==> config.mk <==
export PLATFORM = sky130hd
export DESIGN_NAME = dir_mem_rr_arb
export DESIGN_NICKNAME = d
export VERILOG_FILES = /design/src/rtl/param_pkg.sv /design/src/rtl/dir_mem_rr_arb_pick.sv /design/src/rtl/dir_mem_rr_arb.sv
export SDC_FILE = /design/constraint.sdc
export NUM_CORES = 1
export LEC_CHECK = 0
export BUFFER_PORTS_ARGS = -buffer_cell sky130_fd_sc_hd__buf_2
export CORE_MARGIN = 2
export CORE_UTILIZATION = 40
export DETAILED_ROUTE_END_ITERATION = 10
export PLACE_DENSITY_LB_ADDON = 0.12
export SLEW_MARGIN = 10
export SYNTH_ARGS = -nofsm -noshare
export SYNTH_HDL_FRONTEND = slang
export SYNTH_SLANG_ARGS = --single-unit
==> constraint.sdc <==
create_clock -name clk -period 2.2 [get_ports clk]
set_clock_uncertainty 0.15 [all_clocks]
set_input_delay 0.22 -clock clk [delete_from_list [all_inputs] [get_ports clk]]
set_output_delay 0.22 -clock clk [all_outputs]
set_load 0.005 [all_outputs]
==> src/rtl/param_pkg.sv <==
// Shared directory-interface types and widths, plus the arbitration mode
// selector used by the directory-memory arbiter.
package param_pkg;

    localparam int DCACHE_TAG_WIDTH   = 16;
    localparam int DCACHE_INDEX_WIDTH = 6;
    localparam int CPU_ID_WIDTH       = 2;
    localparam int N_CPU              = 4;

    typedef enum logic [1:0] {
        READ_OP    = 2'd0,
        WRITE_OP   = 2'd1,
        UPGRADE_OP = 2'd2,
        EVICT_OP   = 2'd3
    } op_dir_t;

    typedef enum logic {
        ARB_FIXED = 1'b0,
        ARB_RR    = 1'b1
    } arb_mode_t;

endpackage

==> src/rtl/dir_mem_rr_arb_pick.sv <==
// Wrap-around priority picker: first set request at or after start,
// scanning upward and wrapping from N-1 back to 0.
module rr_prio_pick #(
    parameter int N  = 4,
    parameter int IW = 2
) (
    input  logic [N-1:0]  req,
    input  logic [IW-1:0] start,
    output logic          found,
    output logic [IW-1:0] idx
);

    function automatic logic [IW-1:0] wrap_idx(input logic [IW-1:0] s, input int off);
        int j;
        j = int'(s) + off;
        if (j >= N) j = j - N;
        return IW'(j);
    endfunction

    // Scan from the farthest offset down so the nearest hit is written last.
    always_comb begin
        found = 1'b0;
        idx   = '0;
        for (int i = N - 1; i >= 0; i--) begin
            if (req[wrap_idx(start, i)]) begin
                found = 1'b1;
                idx   = wrap_idx(start, i);
            end
        end
    end

endmodule

==> src/rtl/dir_mem_rr_arb.sv <==
// Arbitrates NUM_MASTER requesting FSMs onto a single directory port; one
// transaction outstanding at a time, completion routed back to the owner.
module dir_mem_rr_arb
    import param_pkg::*;
#(
    parameter int        NUM_MASTER     = 4,
    parameter arb_mode_t ARB_MODE       = ARB_RR,
    parameter int        FIXED_PRIO_IDX = 0,
    localparam int       GW             = $clog2(NUM_MASTER)
) (
    input  logic                                            clk,
    input  logic                                            reset,
    input  logic [NUM_MASTER-1:0]                           valid_f2d_i,
    input  op_dir_t [NUM_MASTER-1:0]                        op_f2d_i,
    input  logic [NUM_MASTER-1:0][DCACHE_TAG_WIDTH-1:0]     tag_f2d_i,
    input  logic [NUM_MASTER-1:0][DCACHE_INDEX_WIDTH-1:0]   index_f2d_i,
    input  logic [NUM_MASTER-1:0][CPU_ID_WIDTH-1:0]         cpu_id_f2d_i,
    input  logic                                            ack_d2f_i,
    input  logic [N_CPU-1:0]                                sharers_d2f_i,
    output logic                                            valid_f2d_o,
    output op_dir_t                                         op_f2d_o,
    output logic [DCACHE_TAG_WIDTH-1:0]                     tag_f2d_o,
    output logic [DCACHE_INDEX_WIDTH-1:0]                   index_f2d_o,
    output logic [CPU_ID_WIDTH-1:0]                         cpu_id_f2d_o,
    output logic [NUM_MASTER-1:0]                           ack_d2f_o,
    output logic [NUM_MASTER-1:0][N_CPU-1:0]                sharers_d2f_o,
    output logic [GW-1:0]                                   gnt_id_o,
    output logic                                            busy_o
);

    localparam logic [0:0] S_IDLE = 1'b0;
    localparam logic [0:0] S_BUSY = 1'b1;

    logic [0:0]                    state;
    logic [GW-1:0]                 rr_ptr;
    logic [GW-1:0]                 gnt;
    op_dir_t                       op_q;
    logic [DCACHE_TAG_WIDTH-1:0]   tag_q;
    logic [DCACHE_INDEX_WIDTH-1:0] index_q;
    logic [CPU_ID_WIDTH-1:0]       cpu_id_q;

    logic          pick_found;
    logic [GW-1:0] pick_idx;
    logic [GW-1:0] pick_start;
    logic          busy;

    assign pick_start = (ARB_MODE == ARB_RR) ? rr_ptr : GW'(FIXED_PRIO_IDX);
    assign busy       = (state == S_BUSY);

    rr_prio_pick #(
        .N  (NUM_MASTER),
        .IW (GW)
    ) u_pick (
        .req   (valid_f2d_i),
        .start (pick_start),
        .found (pick_found),
        .idx   (pick_idx)
    );

    always_ff @(posedge clk) begin
        if (reset) begin
            state    <= S_IDLE;
            rr_ptr   <= '0;
            gnt      <= '0;
            op_q     <= READ_OP;
            tag_q    <= '0;
            index_q  <= '0;
            cpu_id_q <= '0;
        end else begin
            case (state)
                S_IDLE: begin
                    if (pick_found) begin
                        state    <= S_BUSY;
                        gnt      <= pick_idx;
                        op_q     <= op_f2d_i[pick_idx];
                        tag_q    <= tag_f2d_i[pick_idx];
                        index_q  <= index_f2d_i[pick_idx];
                        cpu_id_q <= cpu_id_f2d_i[pick_idx];
                    end
                end
                default: begin
                    // Request inputs are ignored here; only the ack closes the transaction.
                    if (ack_d2f_i) begin
                        state <= S_IDLE;
                        if (ARB_MODE == ARB_RR) begin
                            rr_ptr <= (gnt == GW'(NUM_MASTER - 1)) ? '0 : gnt + 1'b1;
                        end
                    end
                end
            endcase
        end
    end

    assign valid_f2d_o  = busy;
    assign op_f2d_o     = busy ? op_q     : READ_OP;
    assign tag_f2d_o    = busy ? tag_q    : '0;
    assign index_f2d_o  = busy ? index_q  : '0;
    assign cpu_id_f2d_o = busy ? cpu_id_q : '0;
    assign gnt_id_o     = gnt;
    assign busy_o       = busy;

    // Completion is steered combinationally so the owner sees it in the ack cycle.
    always_comb begin
        ack_d2f_o     = '0;
        sharers_d2f_o = '0;
        if (busy && ack_d2f_i) begin
            ack_d2f_o[gnt]     = 1'b1;
            sharers_d2f_o[gnt] = sharers_d2f_i;
        end
    end

endmodule
==> summary.md, run 1 <==
| Metric | Value |
|---|---|
| RSZ-0062 raised after global routing | `no` |
| Util after Layout | `56.6%` |
| Lkg Pwr | `1.71 nW` |
| CTS max path bufs | `2` |
| Vias | `3018` |
| Setup WS post-layout | `103 ps` |
| CP endpoint kind | `flip-flop` |
| TNS Setup | `0 ps` |
| CTS tree | `yes` |
| Core area | `6240 um2` |
| Flop2flop setup slack | `100 ps` |
| WS Path Type | `flip-flop to flip-flop` |
| R2R Path Start | `pick_start[1]` |
| Async set-reset flop share out of synthesis | `0%` |
| Post-route DRC | `0` |
| Post-Syn Instances | `323` |
| Root buf cell | `clkbuf_8` |
| DR pass1 iterations | `4` |
| Maxcap violations | `0` |
| Total grt overflow | `0` |
| Antenna-violating nets left | `0` |
| WHS Path Cells | `3` |
| Dpl ws | `129 ps` |
| Clock Pin Slew Worst Setup and Hold Paths | `70 ps` |
| Max VDD drop | `0.000272 V` |
| Global-route wire length before repair | `13300 um` |
| Post-CTS setup buffers | `0` |
| Mapped Area | `2550 um2` |
| Antenna Cells | `0` |
| RR Endpoint | `cpu_id_q[1]` |
| Post-synth cell types | `38` |
| Dpl hpwl | `6280 um` |
| EDFF count, synth | `0` |
| CP required | `2210 ps` |
| Fin crit period | `2100 ps` |
| Period Utilization, post-route | `95.3%` |
| Least-Margin Pin Slew | `552 ps` |
| Seq/Total Area, Yosys | `24.3%` |
| Syn_area_per_cell | `7.89 um2` |
| Slew Limit Fails | `0` |
| Total Wirelength | `8370 um` |
| Worst-path maximum fanout | `28` |
| Critical Path Source Type | `flip-flop` |
| Most common cell after layout, fill and taps aside | `buf_2` |
| Die Ht | `83.8 um` |
| Placement Rows | `29` |
| Die X | `83.8 um` |
| WL/cell | `15.2 um` |
| Clock net sink count | `31` |
| Final Hold Fails | `0` |
| Top FF cell, synth | `dfxtp_1` |
| WP data arrival | `2110 ps` |
| CTS hold repair buffers | `0` |
| Worst Hold End | `op_q[1]` |
| Number of warnings issued by yosys | `0` |
| Fillers | `630` |
| Largest net degree at the start of global routing | `35` |
| Status | `completed` |
| Worst slew margin | `63.2%` |
| # port buffers | `164` |
| Worst Hold Class | `primary input to flip-flop` |
| Syn Nets | `442` |
| Die area | `7030 um2` |
| Depth of the CTS H-tree | `2` |
| Final Power | `1.80 mW` |
| Most frequent cells in the layout | `buf_2, and2_1, dfxtp_1` |
| Synthesis-to-layout area growth | `38.5%` |
| Register area | `621 um2` |
| Footprint of the multi-input gates | `1770 um2` |
| Layout cell share with drive strength beyond 1 | `42.0%` |
| FF+latch count, synth | `31` |
| GRT Total Usage | `23.0%` |
| Clock Latency Late Sink | `290 ps` |
| Initial core utilization | `40.9%` |
| Initial antenna violation count | `0` |
| Initial detailed-routing violation count | `114` |
| Vias in the first global route | `2859` |
| Via density | `5.48` |
| I/O pin total | `165` |
| Nets | `592` |
| Post-CTS Resized | `0` |
| Max Freq | `477 MHz` |
| Worst min-delay path startpoint | `op_f2d_i[5]` |
| Final Setup Violations | `0` |
| Num CTS Buffers | `5` |
| PD cells | `511 nW/um2` |
| Worst r2r path cells | `6` |
| GPL Wtd Cong | `0.805` |
flip-flops by register name (all words and copies together) (netlist names):
register,flops
cpu_id_q,2
tag_q,16
busy_o,1
gnt_id_o,2
pick_start,2
op_q,2
index_q,6
power breakdown:
group / internal [mW] / switching [mW] / leakage [nW] / total [mW]
sequential: 0.621 / 0.0327 / 0.256 / 0.653
clock: 0.366 / 0.221 / 0.0612 / 0.588
combinational: 0.272 / 0.292 / 1.39 / 0.564
synthesized netlist by cell type (2+ instances only):
library cell	count	area, um2
ha_1	4	50.1
a21oi_1	4	20.0
nor3_1	11	55.1
mux2i_1	21	210
nor2_2	3	18.8
a21bo_2	7	70.1
a21bo_1	2	20.0
nand4_1	16	100
nand2_1	26	97.6
nor2b_1	2	12.5
o21ai_0	16	80.1
inv_1	4	15.0
dfxtp_1	31	621
a21o_1	8	60.1
o31ai_1	16	120
and3_1	5	31.3
clkbuf_1	17	63.8
a211oi_1	15	113
o221ai_1	10	87.6
buf_6	2	22.5
o31a_1	16	140
buf_4	3	22.5
a31oi_1	9	56.3
and2_1	43	269
buf_2	9	45.0
nand3_1	10	50.1
or2_2	2	12.5
layer usage:
layer,wire [um],global-route usage (%),up-vias
met5,0,0,-
met4,117,7.04,0
met3,550,4.35,12
met2,4060,38.7,121
met1,3640,29.7,1374
li1,-,-,1511
area by class of cell:
| cell class | instances | area share [%] |
|---|---|---|
| Tap cell | 77 | 2.73 |
| Multi-Input combinational cell | 256 | 50.1 |
| Sequential cell | 31 | 17.6 |
| Clock inverter | 2 | 0.992 |
| Timing Repair Buffer | 174 | 25.7 |
| Clock buffer | 6 | 2.34 |
| Inverter | 5 | 0.532 |
critical path, stage by stage, from the launching register on:
cell and delay (ps):
dfxtp_1 430, mux2i_1 290, nor2_2 130, nor3_2 270, buf_12 240, mux2i_1 300, o221ai_1 150
worst max-delay path by stage:
stage | startpoint | endpoint | slack (ps)
6_report | pick_start[1] | cpu_id_q[1] | 100
3_5_place_dp | pick_start[1] | cpu_id_q[1] | 130
5_1_grt | pick_start[1] | tag_q[5] | 10
3_3_place_gp | pick_start[1] | cpu_id_q[1] | 190
2_1_floorplan | pick_start[1] | cpu_id_q[1] | 370
4_1_cts | pick_start[1] | cpu_id_q[1] | 130
kinds of logic (layout without fill, tap and decap cells):
kind of cell	Yosys count	after routing	synth area share, %
muxes	21	21	8.24
and+or+nand+nor	124	124	26.9
DFF	31	31	24.3
adders and majority gates	4	4	1.96
buffers and inverters	36	187	6.77
AOI/OAI and AO/OA	107	107	31.7
stage by stage:
stage                     instance area, um2  cells  hold WS, ps
final                                   3530    551         85.7
after floorplan                         2550    323          232
after global routing                    3530    551         98.3
after global placement                  3410    543          309
after CTS                               3530    551         85.8
after detailed placement                3410    543          313
(Power assumes the default switching activity.)
==> run 2, diff against run 1 <==
Settings changed: MAX_ROUTING_LAYER set to met4, SYNTH_HIERARCHICAL set to 1.
==> run 2 against run 1 <==
Area after synthesis is 11% lower. Critical endpoint is now tag_q[15]. Global-route usage is 4.5 points lower. Maximum frequency is 0.47% lower. Utilization is 3.0 points higher. Sequential share of layout area is 1.4 points higher. Sequential power is 2% higher. Flip-flop and latch count stayed put.
==> summary.md, run 2 <==
| Metric | Value |
|---|---|
| PD cells | `514 nW/um2` |
| Post-CTS setup buffers | `0` |
| Clock Latency Late Sink | `270 ps` |
| GPL Wtd Cong | `0.848` |
| CP endpoint kind | `flip-flop` |
| TNS Setup | `0 ps` |
| Final Setup Violations | `0` |
| Vias | `2299` |
| Fillers | `520` |
| Seq/Total Area, Yosys | `27.2%` |
| Cells along the critical path | `nor3b_1, a211oi_1, nor2_1, or4b_4, o22ai_1, a21o_1` |
| Worst r2r path cells | `6` |
| Least-Margin Pin Slew | `420 ps` |
| CTS max path bufs | `2` |
| Antenna-violating nets left | `0` |
| Fin crit period | `2110 ps` |
| Vias in the first global route | `2078` |
| Syn Nets | `356` |
| Top cell type by total area after synthesis | `dfxtp_1` |
| Regs by FF count | `tag_q (16), index_q (6)` |
| Max VDD drop | `0.000288 V` |
| Die Ht | `79.5 um` |
| Initial antenna violation count | `0` |
| Post-synth cell types | `26` |
| WHS Path Cells | `2` |
| GRT Total Usage | `18.5%` |
| Status | `completed` |
| RSZ-0062 raised after global routing | `no` |
| Initial detailed-routing violation count | `59` |
| Util after Layout | `59.6%` |
| Worst Hold Class | `primary input to flip-flop` |
| Clock net sink count | `31` |
| Period Utilization, post-route | `95.8%` |
| Post-route DRC | `0` |
| Root buf cell | `clkbuf_8` |
| EDFF count, synth | `0` |
| Critical Path Source Type | `flip-flop` |
| Synthesis-to-layout area growth | `44.0%` |
| Mapped Area | `2280 um2` |
| Slowest cell on crit path | `or4b_4` |
| Antenna Cells | `0` |
| Worst slew margin | `72.0%` |
| Clock Pin Slew Worst Setup and Hold Paths | `60 ps` |
| Maxcap violations | `0` |
| Layout cell share with drive strength beyond 1 | `51.3%` |
| Num CTS Buffers | `5` |
| CTS tree | `yes` |
| Dpl hpwl | `4840 um` |
| Core area | `5510 um2` |
| Top FF cell, synth | `dfxtp_1` |
| Die area | `6320 um2` |
| Depth of the CTS H-tree | `2` |
| WS Path Type | `flip-flop to flip-flop` |
| Largest net degree at the start of global routing | `33` |
| Most common cell after layout, fill and taps aside | `buf_2` |
| DR pass1 iterations | `4` |
| Max stage delay on crit path | `710 ps` |
| Number of warnings issued by yosys | `6` |
| Worst-path maximum fanout | `26` |
| Most frequent cells in the layout | `buf_2, mux2i_1, and2_1` |
| Total grt overflow | `0` |
| Via density | `4.89` |
| Number of instances in the placed design | `462` |
| WL/cell | `12.5 um` |
| Async set-reset flop share out of synthesis | `0%` |
| Global-route wire length before repair | `9160 um` |
| Die X | `79.5 um` |
| FF+latch count, synth | `31` |
| Fin cells | `470` |
| Max FFs per register | `16` |
| Synth cell count leaders | `mux2i_1, and2_1, dfxtp_1, a21o_1, o22ai_2` |
| # port buffers | `164` |
| I/O pin total | `165` |
| Initial core utilization | `41.4%` |
| Final Hold Fails | `0` |
| Lkg Pwr | `1.89 nW` |
| Top-area cell type share of the netlist area | `27.2%` |
| Largest Register | `tag_q` |
| Post-Syn Instances | `237` |
| Count leader, synth | `mux2i_1` |
| Total Wirelength | `5890 um` |
| CP required | `2270 ps` |
| Syn_area_per_cell | `9.62 um2` |
| WP data arrival | `2180 ps` |
| Ranking of synthesized cells by area | `dfxtp_1, mux2i_1, and2_1` |
| Max Freq | `475 MHz` |
| Nets | `516` |
| Slew Limit Fails | `0` |
| Placement Rows | `27` |
[run 2: changes by cell type after synthesis, sizes merged, moves of 17 or more]
cell / change
o22ai: +25
nand2: -25
a21o: +17
mux2i: +36
[run 2: cell type report]
class	count	area, um2	area share, %
Sequential cell	31	622	18.9
Tap cell	72	90.1	2.74
Multi-Input combinational cell	184	1540	47.0
Clock buffer	8	100	3.05
Inverter	3	11.3	0.343
Timing Repair Buffer	172	918	28.0
[run 2: critical path: cells and delay by family, from the launching register on]
kind,cells,cell delay (ps)
flip-flops,1,340
AO/OA/AOI/OAI,3,580
AND/OR/NAND/NOR,3,960
[run 2: cells by family (layout without fill, tap and decap cells)]
family	after synthesis	in the layout	synth area share (%)
buf+inv	22	183	5.82
flops	31	31	27.2
fa+ha+maj	4	4	2.20
compound gates	55	55	22.0
simple gates	68	68	17.7
mux	57	57	25.0
[run 2: worst paths after layout]
kind                    to          start  slack [ps]
max              tag_q[15]  pick_start[0]          90
min          pick_start[1]          reset          60
max reg2reg      tag_q[15]  pick_start[0]          90
min reg2reg       tag_q[0]       tag_q[0]         290
[run 2: per-layer routing]
layer  GRT usage, %  wire [um]  up-vias
met5              -          0        -
met4           6.03         99        0
met3           3.85        442        9
met2           33.7       3020       97
met1           20.0       2340     1021
li1               -          -     1172
[run 2: what timing repair did]
action                                  4_1_cts  5_1_grt
hold buffers                                  0        0
endpoints found under the setup margin        0        9
resized for setup                             0        1
[run 2: through the flow]
stage | hold slack, ps | instance area [um2] | setup WS (ps) | power, mW
6_report | 61.1 | 3280 | 92.6 | 1.69
2_1_floorplan | 250 | 2280 | 282 | 1.01
3_5_place_dp | 281 | 3180 | 31.3 | 1.22
4_1_cts | 64.7 | 3280 | 35.2 | 1.71
5_1_grt | 72.7 | 3280 | 13.4 | 1.80
3_3_place_gp | 274 | 3180 | 79.4 | 1.21
[run 2: power by group]
group          switching [mW]  internal (mW)  leakage (nW)
logic                   0.243          0.296          1.59
registers              0.0352          0.628         0.257
clock network           0.200          0.285        0.0515
total                   0.478           1.21          1.89
